<file path="config.mk">
export PLATFORM = sky130hd
export DESIGN_NAME = tile_bl_wl_config_loader
export DESIGN_NICKNAME = d
export VERILOG_FILES = /design/src/rtl/tile_bl_wl_config_loader.sv
export SDC_FILE = /design/constraint.sdc
export NUM_CORES = 1
export LEC_CHECK = 0
export CORE_ASPECT_RATIO = 0.75
export CORE_MARGIN = 2
export CORE_UTILIZATION = 53
export DETAILED_ROUTE_END_ITERATION = 10
export PLACE_DENSITY = 0.88
export REMOVE_ABC_BUFFERS = 1
export SYNTH_ARGS = -nofsm -noshare
export SYNTH_HDL_FRONTEND = slang
export SYNTH_SLANG_ARGS = --single-unit
</file>
<file path="constraint.sdc">
create_clock -name prog_clk -period 2.8 [get_ports prog_clk]
set_input_delay 0.56 -clock prog_clk [delete_from_list [all_inputs] [get_ports prog_clk]]
set_output_delay 0.56 -clock prog_clk [all_outputs]
set_load 0.005 [all_outputs]
</file>
<file path="src/rtl/tile_bl_wl_config_loader.sv">
// Memory-bank configuration loader for one tile.
// A serial bitstream arrives under a valid/ready handshake and is packed into
// BL_WIDTH-bit frames. Each completed frame is presented on bl while one word
// line is pulsed for WL_PULSE cycles, followed by one hold cycle with all word
// lines low. Rows are written 0..WL_WIDTH-1, then the loader parks in DONE.
// BL_WIDTH must be at least 2. WL_PULSE must be in the range 1..15.
module tile_bl_wl_config_loader #(
  parameter int BL_WIDTH = 72,
  parameter int WL_WIDTH = 72,
  parameter int WL_PULSE = 2,
  localparam int ROW_W = (WL_WIDTH > 1) ? $clog2(WL_WIDTH) : 1,
  localparam int CNT_W = (BL_WIDTH > 1) ? $clog2(BL_WIDTH) : 1
) (
  input  logic                prog_clk,
  input  logic                prog_reset_n,
  input  logic                start,
  input  logic                din,
  input  logic                din_valid,
  output logic                din_ready,
  output logic [BL_WIDTH-1:0] bl,
  output logic [WL_WIDTH-1:0] wl,
  output logic                busy,
  output logic                done,
  output logic [ROW_W-1:0]    row
);

  typedef enum logic [2:0] {
    S_IDLE  = 3'd0,
    S_SHIFT = 3'd1,
    S_WRITE = 3'd2,
    S_HOLD  = 3'd3,
    S_DONE  = 3'd4
  } state_t;

  // Terminal counter values, sized to the counters they are compared with.
  localparam logic [CNT_W-1:0] BIT_LAST   = CNT_W'(BL_WIDTH - 1);
  localparam logic [ROW_W-1:0] ROW_LAST   = ROW_W'(WL_WIDTH - 1);
  localparam logic [3:0]       PULSE_LAST = 4'(WL_PULSE - 1);

  // Registered state.
  state_t              r_state;
  logic [BL_WIDTH-2:0] r_shift;      // partial frame, oldest bit at [0]
  logic [BL_WIDTH-1:0] r_bl;
  logic [WL_WIDTH-1:0] r_wl;
  logic [ROW_W-1:0]    r_row;
  logic [CNT_W-1:0]    r_bitcnt;
  logic [3:0]          r_pulse;
  logic                r_busy;
  logic                r_done;
  logic                r_din_ready;

  // Next-state values.
  state_t              w_state_next;
  logic [BL_WIDTH-2:0] w_shift_next;
  logic [BL_WIDTH-1:0] w_bl_next;
  logic [WL_WIDTH-1:0] w_wl_next;
  logic [ROW_W-1:0]    w_row_next;
  logic [CNT_W-1:0]    w_bitcnt_next;
  logic [3:0]          w_pulse_next;
  logic                w_busy_next;
  logic                w_done_next;
  logic                w_din_ready_next;

  // Combinational helpers.
  logic                w_accept;
  logic [BL_WIDTH-1:0] w_frame;
  logic [WL_WIDTH-1:0] w_wl_onehot;
  logic                w_last_bit;
  logic                w_last_row;
  logic                w_last_pulse;

  // din_ready comes straight from a register, so acceptance never loops
  // back through din_valid into the upstream source.
  assign w_accept     = r_din_ready & din_valid;

  // Shifting right places the first accepted bit at bit 0 once the frame
  // is complete; the incoming bit becomes the top bit of the frame.
  assign w_frame      = {din, r_shift};

  assign w_wl_onehot  = WL_WIDTH'(1) << r_row;
  assign w_last_bit   = (r_bitcnt == BIT_LAST);
  assign w_last_row   = (r_row == ROW_LAST);
  assign w_last_pulse = (r_pulse == PULSE_LAST);

  // Next-state and datapath decode; every target defaults to holding.
  always_comb begin
    w_state_next  = r_state;
    w_shift_next  = r_shift;
    w_bl_next     = r_bl;
    w_wl_next     = r_wl;
    w_row_next    = r_row;
    w_bitcnt_next = r_bitcnt;
    w_pulse_next  = r_pulse;

    case (r_state)
      S_IDLE: begin
        if (start) begin
          w_state_next  = S_SHIFT;
          w_row_next    = '0;
          w_bitcnt_next = '0;
        end
      end

      S_SHIFT: begin
        if (w_accept) begin
          w_shift_next = w_frame[BL_WIDTH-1:1];
          if (w_last_bit) begin
            // Frame complete: bit lines and the row's word line go up
            // together, so bl is already settled for the whole pulse.
            w_bl_next     = w_frame;
            w_wl_next     = w_wl_onehot;
            w_pulse_next  = '0;
            w_bitcnt_next = '0;
            w_state_next  = S_WRITE;
          end else begin
            w_bitcnt_next = r_bitcnt + CNT_W'(1);
          end
        end
      end

      S_WRITE: begin
        if (w_last_pulse) begin
          w_wl_next    = '0;
          w_state_next = S_HOLD;
        end else begin
          w_pulse_next = r_pulse + 4'd1;
        end
      end

      S_HOLD: begin
        // bl stays put for one cycle after the word line drops.
        if (w_last_row) begin
          w_state_next = S_DONE;
        end else begin
          w_row_next    = r_row + ROW_W'(1);
          w_bitcnt_next = '0;
          w_state_next  = S_SHIFT;
        end
      end

      S_DONE: begin
        if (start) begin
          w_state_next  = S_SHIFT;
          w_row_next    = '0;
          w_bitcnt_next = '0;
        end
      end

      default: begin
        w_state_next = S_IDLE;
        w_wl_next    = '0;
      end
    endcase
  end

  // Status flags are decoded from the next state so they are registered and
  // change on the very edge that makes the state transition.
  always_comb begin
    w_busy_next      = (w_state_next == S_SHIFT) ||
                       (w_state_next == S_WRITE) ||
                       (w_state_next == S_HOLD);
    w_done_next      = (w_state_next == S_DONE);
    w_din_ready_next = (w_state_next == S_SHIFT);
  end

  // FSM state and status flag registers.
  always_ff @(posedge prog_clk or negedge prog_reset_n) begin
    if (!prog_reset_n) begin
      r_state     <= S_IDLE;
      r_busy      <= 1'b0;
      r_done      <= 1'b0;
      r_din_ready <= 1'b0;
    end else begin
      r_state     <= w_state_next;
      r_busy      <= w_busy_next;
      r_done      <= w_done_next;
      r_din_ready <= w_din_ready_next;
    end
  end

  // Row, bit and pulse counters.
  always_ff @(posedge prog_clk or negedge prog_reset_n) begin
    if (!prog_reset_n) begin
      r_row    <= '0;
      r_bitcnt <= '0;
      r_pulse  <= '0;
    end else begin
      r_row    <= w_row_next;
      r_bitcnt <= w_bitcnt_next;
      r_pulse  <= w_pulse_next;
    end
  end

  // Frame assembly and the bit-line / word-line output registers; reset
  // drops every word line immediately, abandoning any write in progress.
  always_ff @(posedge prog_clk or negedge prog_reset_n) begin
    if (!prog_reset_n) begin
      r_shift <= '0;
      r_bl    <= '0;
      r_wl    <= '0;
    end else begin
      r_shift <= w_shift_next;
      r_bl    <= w_bl_next;
      r_wl    <= w_wl_next;
    end
  end

  assign din_ready = r_din_ready;
  assign bl        = r_bl;
  assign wl        = r_wl;
  assign busy      = r_busy;
  assign done      = r_done;
  assign row       = r_row;

endmodule
</file>
# After elaboration in Yosys (flattened, before gate mapping)
# Index checks and enable logic that the tools add are counted.
[classes]
n_lt_le_gt_ge = 0
div = 0
bitwise = 2
n_mul = 0
eq_ne = 17
add_sub_neg = 3
reduce_logical = 14
mux = 21
n_shift = 1
[op_table]
columns = ["operator", "count"]
rows = [
  ["$mux W72", 3],
  ["$pmux W72 S3", 1],
  ["$shl A1 B7 Y72 const A", 1],
  ["$mux W7", 5],
  ["$pmux W7 S3", 1],
  ["$mux W3", 5],
  ["$add A7 B1 Y7 const B", 2],
  ["$eq A7 B7 Y1 const B", 2],
  ["$pmux W7 S2", 1],
  ["$eq A3 B2 Y1 const B", 4],
  ["$mux W4", 3],
  ["$pmux W3 S4", 1],
  ["$reduce_and A4 Y1", 3],
  ["$ne A2 B2 Y1 const B", 5],
  ["$pmux W4 S2", 1],
  ["$eq A3 B1 Y1 const B", 2],
  ["$eq A3 B3 Y1 const B", 2],
  ["$reduce_and A3 Y1", 2],
  ["$add A4 B1 Y4 const B", 1],
  ["$eq A4 B1 Y1 const B", 1],
  ["$reduce_bool A2 Y1", 2],
  ["$logic_not A3 Y1", 1],
  ["$reduce_bool A3 Y1", 1],
  ["$reduce_or A3 Y1", 1],
  ["other kinds (6)", 7],
]
[totals]
latchBits = 0
regBits = 239
ramBits = 0
n_memories = 0
romBits = 0

# Logic depth before layout (Yosys ltp)
[logic_depth]
word_depth = 7
ltp_mapped = 8

# Worst setup path after synthesis
# OpenSTA, ideal clock, no wires.
[synth_path]
path_kind = "reg-to-reg"
startpoint = "reg r_bitcnt[3]"
endpoint = "reg r_pulse[0]"
stages_incl_launch_ff = 7
setup_ns = 0.118
t_required_ns = 2.682
arrival_ns = 2.185
slack_ns = 0.497
n_path_buf = 2
synth_period_minus_slack_ns = 2.303
cell_sequence = "dfrtp_1 > buf_6 > or4b_1 > buf_2 > o41a_1 > or4_1 > a21o_1"
[synth_between]
elab_chain_cells = 3
[synth_rtl]
columns = ["element", "line_no", "text"]
rows = [
  ["start: declaration", "46", "logic [CNT_W-1:0] r_bitcnt;"],
  ["start signal: assignment", "189", "r_bitcnt <= w_bitcnt_next;"],
  ["$eq A7 B7 Y1", "81", "assign w_last_bit = (r_bitcnt == BIT_LAST);"],
  ["$ne A2 B2 Y1 (no source line)", "--", ""],
  ["$reduce_and A4 Y1 (no source line)", "--", ""],
  ["end signal: assignment", "190", "r_pulse <= w_pulse_next;"],
  ["end: declaration", "47", "logic [3:0] r_pulse;"],
]
# No other way between the ends.
# A chain may end at the register's enable or synchronous reset.

# Worst setup path in the final report
[layout_path]
startpoint = "reg r_bitcnt[3]"
endpoint = "reg r_pulse[1]"
# Same word-level chain as after synthesis.

==> metrics.cfg <==
[synth]
post_synth.cell_area_avg_um2=9.77
synth-main-ff-cell=sky130_fd_sc_hd__dfrtp_1
synth_cell_type_count=45
synth.cell_area_mm2=0.00975
synth_enable_flop_cells=0
ys_seq_elements=239
post_synth_inst_count=998
synth_sequential_area_ratio=0.613
postSynth.asyncResetShare=1.00
yosys_warnings=0

[pwr]
areal_power_density_over_the_cells_mw_per_mm2=575
power.internal_uw=5470
p_leak_uw=0.00642
worst_ir_drop_vdd_uv=457
swShare=0.240
comb_power_share=0.070
power.share.sequential=0.522
power_switching_uw=1730
share_clk_of_total_power=0.408

[sta]
final_hold_violating_endpoints=0
maxSlewHeadroom=0.404
rsz_0062_raised_after_global_routing=false
fin_setup_tns_ns=0
worst_slack_ns=0.252
period_needed_ns=2.55
report.final.setup_viol=0
fmaxAchievable_mhz=392
worst_pin_slew_ns=0.888
final.setup_skew_ns=0.00931
max_slew_violations=0
timing.final.crit_share=0.910

[worst_setup_path]
critical_path_peak_fanout=8
cp-start-kind=flop
crit_arrival_ns=2.94
critical-path-max-stage-delay_ns=0.64
critical_path.cell_chain=or4b_1, buf_4, o41a_1, or4_1, a21o_1
critical_path_required_ns=3.19
rr_startpoint=r_bitcnt[3]
path_buf_inv=1
worst_path_max_delay_cell=sky130_fd_sc_hd__or4b_1
critical_path.top_delay_family=simple AND/OR/NAND/NOR gates
criticalPathCategory=reg2reg
critical_path.endpoint_type=flop
crit_start=r_bitcnt[3]

[min_path]
timing.hold.worst.start=bl[56]
hold_class=reg2reg

[clock_network]
postCtsSetupBuffers=0
clk_latency_ns=0.51
clk_path_buf_depth=3
htreeDepth=1
numCtsBuffers=23
tritoncts=yes
clk_transition_reported_paths_ns=0.06
clock-root-buffer=sky130_fd_sc_hd__clkbuf_16
clock_sinks=239

[layout]
insertedDiodeCount=0
layout.cells.most_common_list=451 x sky130_fd_sc_hd__nand2_1, 239 x sky130_fd_sc_hd__dfrtp_1, 157 x sky130_fd_sc_hd__clkdlybuf4s50_1
nets=1174
ratio_of_cells_with_drive_above_1_in_the_final_layout=0.0945
flow.area_growth_from_synthesis_pct=28.3
layout.cells.most_common=sky130_fd_sc_hd__nand2_1

[place]
io_buffers=158
gp_routability_congestion=0.840
dp_slack_ns=0.192
dp_hpwl_um=15500

[flow_run]
drv_cap=0

[die]
std_cell_rows=42
fp.dieArea_mm2=0.0195
dieHeight_um=121
die_w_um=161
initial_utilization=0.548
floorplan_core_area_mm2=0.0178
io-pin-count=159

[grt]
global_route.usage.total=0.240
number_of_global_route_vias_before_repair=7294
wire_length_of_the_first_global_routing_pass_um=37700
gr-total-overflow=0
initial_antenna_violation_count=0
pin_count_of_the_biggest_net_entering_global_routing=77

[drt]
via_per_inst=5.36
firstDrtPassIters=4
detailroute.via_count=7587
drt-met1-wl_um=10600
drc=0
met3_length_um=1180
met2RoutedLength_um=10900
detailedRoute.firstIterationViolations=596
top_layer=met4
detail_route.wl_per_cell_um=16.4
detail_route.wirelength_um=23200
ant_nets=0

[outcome]
run_status=complete, no violations

[synth_stat cells (3+ instances only)]
library cell | instances | share of area
sky130_fd_sc_hd__o21ai_0 | 9 | 0.0046
sky130_fd_sc_hd__and3_1 | 16 | 0.010
sky130_fd_sc_hd__nor2b_1 | 5 | 0.0032
sky130_fd_sc_hd__nor2_1 | 36 | 0.014
sky130_fd_sc_hd__nor4_1 | 5 | 0.0032
sky130_fd_sc_hd__a32o_1 | 3 | 0.0031
sky130_fd_sc_hd__ha_1 | 9 | 0.012
sky130_fd_sc_hd__buf_2 | 7 | 0.0036
sky130_fd_sc_hd__nand4_1 | 4 | 0.0026
sky130_fd_sc_hd__nor3b_1 | 3 | 0.0023
sky130_fd_sc_hd__or3b_2 | 3 | 0.0027
sky130_fd_sc_hd__inv_1 | 18 | 0.0069
sky130_fd_sc_hd__mux2_2 | 35 | 0.040
sky130_fd_sc_hd__clkbuf_1 | 41 | 0.016
sky130_fd_sc_hd__nand2_1 | 451 | 0.17
sky130_fd_sc_hd__a22o_1 | 21 | 0.019
sky130_fd_sc_hd__nand3_1 | 18 | 0.0092
sky130_fd_sc_hd__and2_1 | 9 | 0.0058
sky130_fd_sc_hd__o211ai_1 | 4 | 0.0031
sky130_fd_sc_hd__o2bb2ai_1 | 16 | 0.014
sky130_fd_sc_hd__mux2i_1 | 8 | 0.0082
sky130_fd_sc_hd__dfrtp_1 | 239 | 0.61
sky130_fd_sc_hd__or4_1 | 5 | 0.0038
sky130_fd_sc_hd__a21oi_1 | 3 | 0.0015
[metal layers]
metal  vias up  global-route usage
met2       227               0.376
met4         0              0.0591
li1       3573                   -
met1      3745               0.358
met5         -                   0
met3        42              0.0342
[kinds of logic after synthesis]
group	after synthesis	synth area share
buf+inv	68	0.0278
mux	43	0.0486
simple gates	568	0.241
flops	239	0.613
fa+ha+maj	9	0.0115
compound gates	71	0.0578
[what timing repair did]
| action | in CTS | in global routing |
|---|---|---|
| resized for setup | 0 | 0 |
| endpoints found under the hold margin | 15 | 0 |
| hold buffers | 1 | 0 |
[power by group through the flow]
stage	registers (uW)	logic, uW	clock network (uW)
floorplan	3780	261	0
global placement	3800	486	0
detailed placement	3810	508	0
CTS	3750	511	3000
global route	3770	577	3150
finish	3760	505	2940
[cell type report]
class	instances	area, um^2
Timing Repair Buffer	187	1910
Clock buffer	33	683
Inverter	18	67.6
Clock inverter	6	33.8
Sequential cell	239	5980
Multi-Input combinational cell	691	3540
Fill cell	1264	5300
Tap cell	242	303
[sequential cells by signal (all words and copies together), names as in the netlist]
name,count
bl,72
busy,1
din_ready,1
done,1
r_bitcnt,7
r_pulse,4
r_shift,71
r_state,3
row,7
wl,72
[worst min-delay path, cell delays in order (launching register included)]
cell,delay (ns)
sky130_fd_sc_hd__dfrtp_1,0.34
sky130_fd_sc_hd__nand2_1,0.05
sky130_fd_sc_hd__nand2_1,0.05
[worst paths after layout]
check                              endpoint  slack [ns]  cells past startpoint
worst max-delay path             r_pulse[1]        0.25                      5
worst min-delay path                 bl[56]        0.47                      2
worst max register to register   r_pulse[1]        0.25                      5
worst min register to register       bl[56]        0.47                      2
max in group asynchronous       r_bitcnt[4]        1.44                      3
min in group asynchronous            bl[62]        0.58                      2
[through the flow]
stage	power, uW	utilization	hold WS, ns	area (um^2)	std cells
floorplan	4040	-	0.264	9550	948
global placement	4290	0.661	0.455	11800	1376
detailed placement	4320	0.661	0.463	11800	1376
CTS	7260	0.702	0.478	12500	1416
global route	7490	0.702	0.496	12500	1416
finish	7200	0.702	0.474	12500	1416
Power figures use the tool's default switching activity.
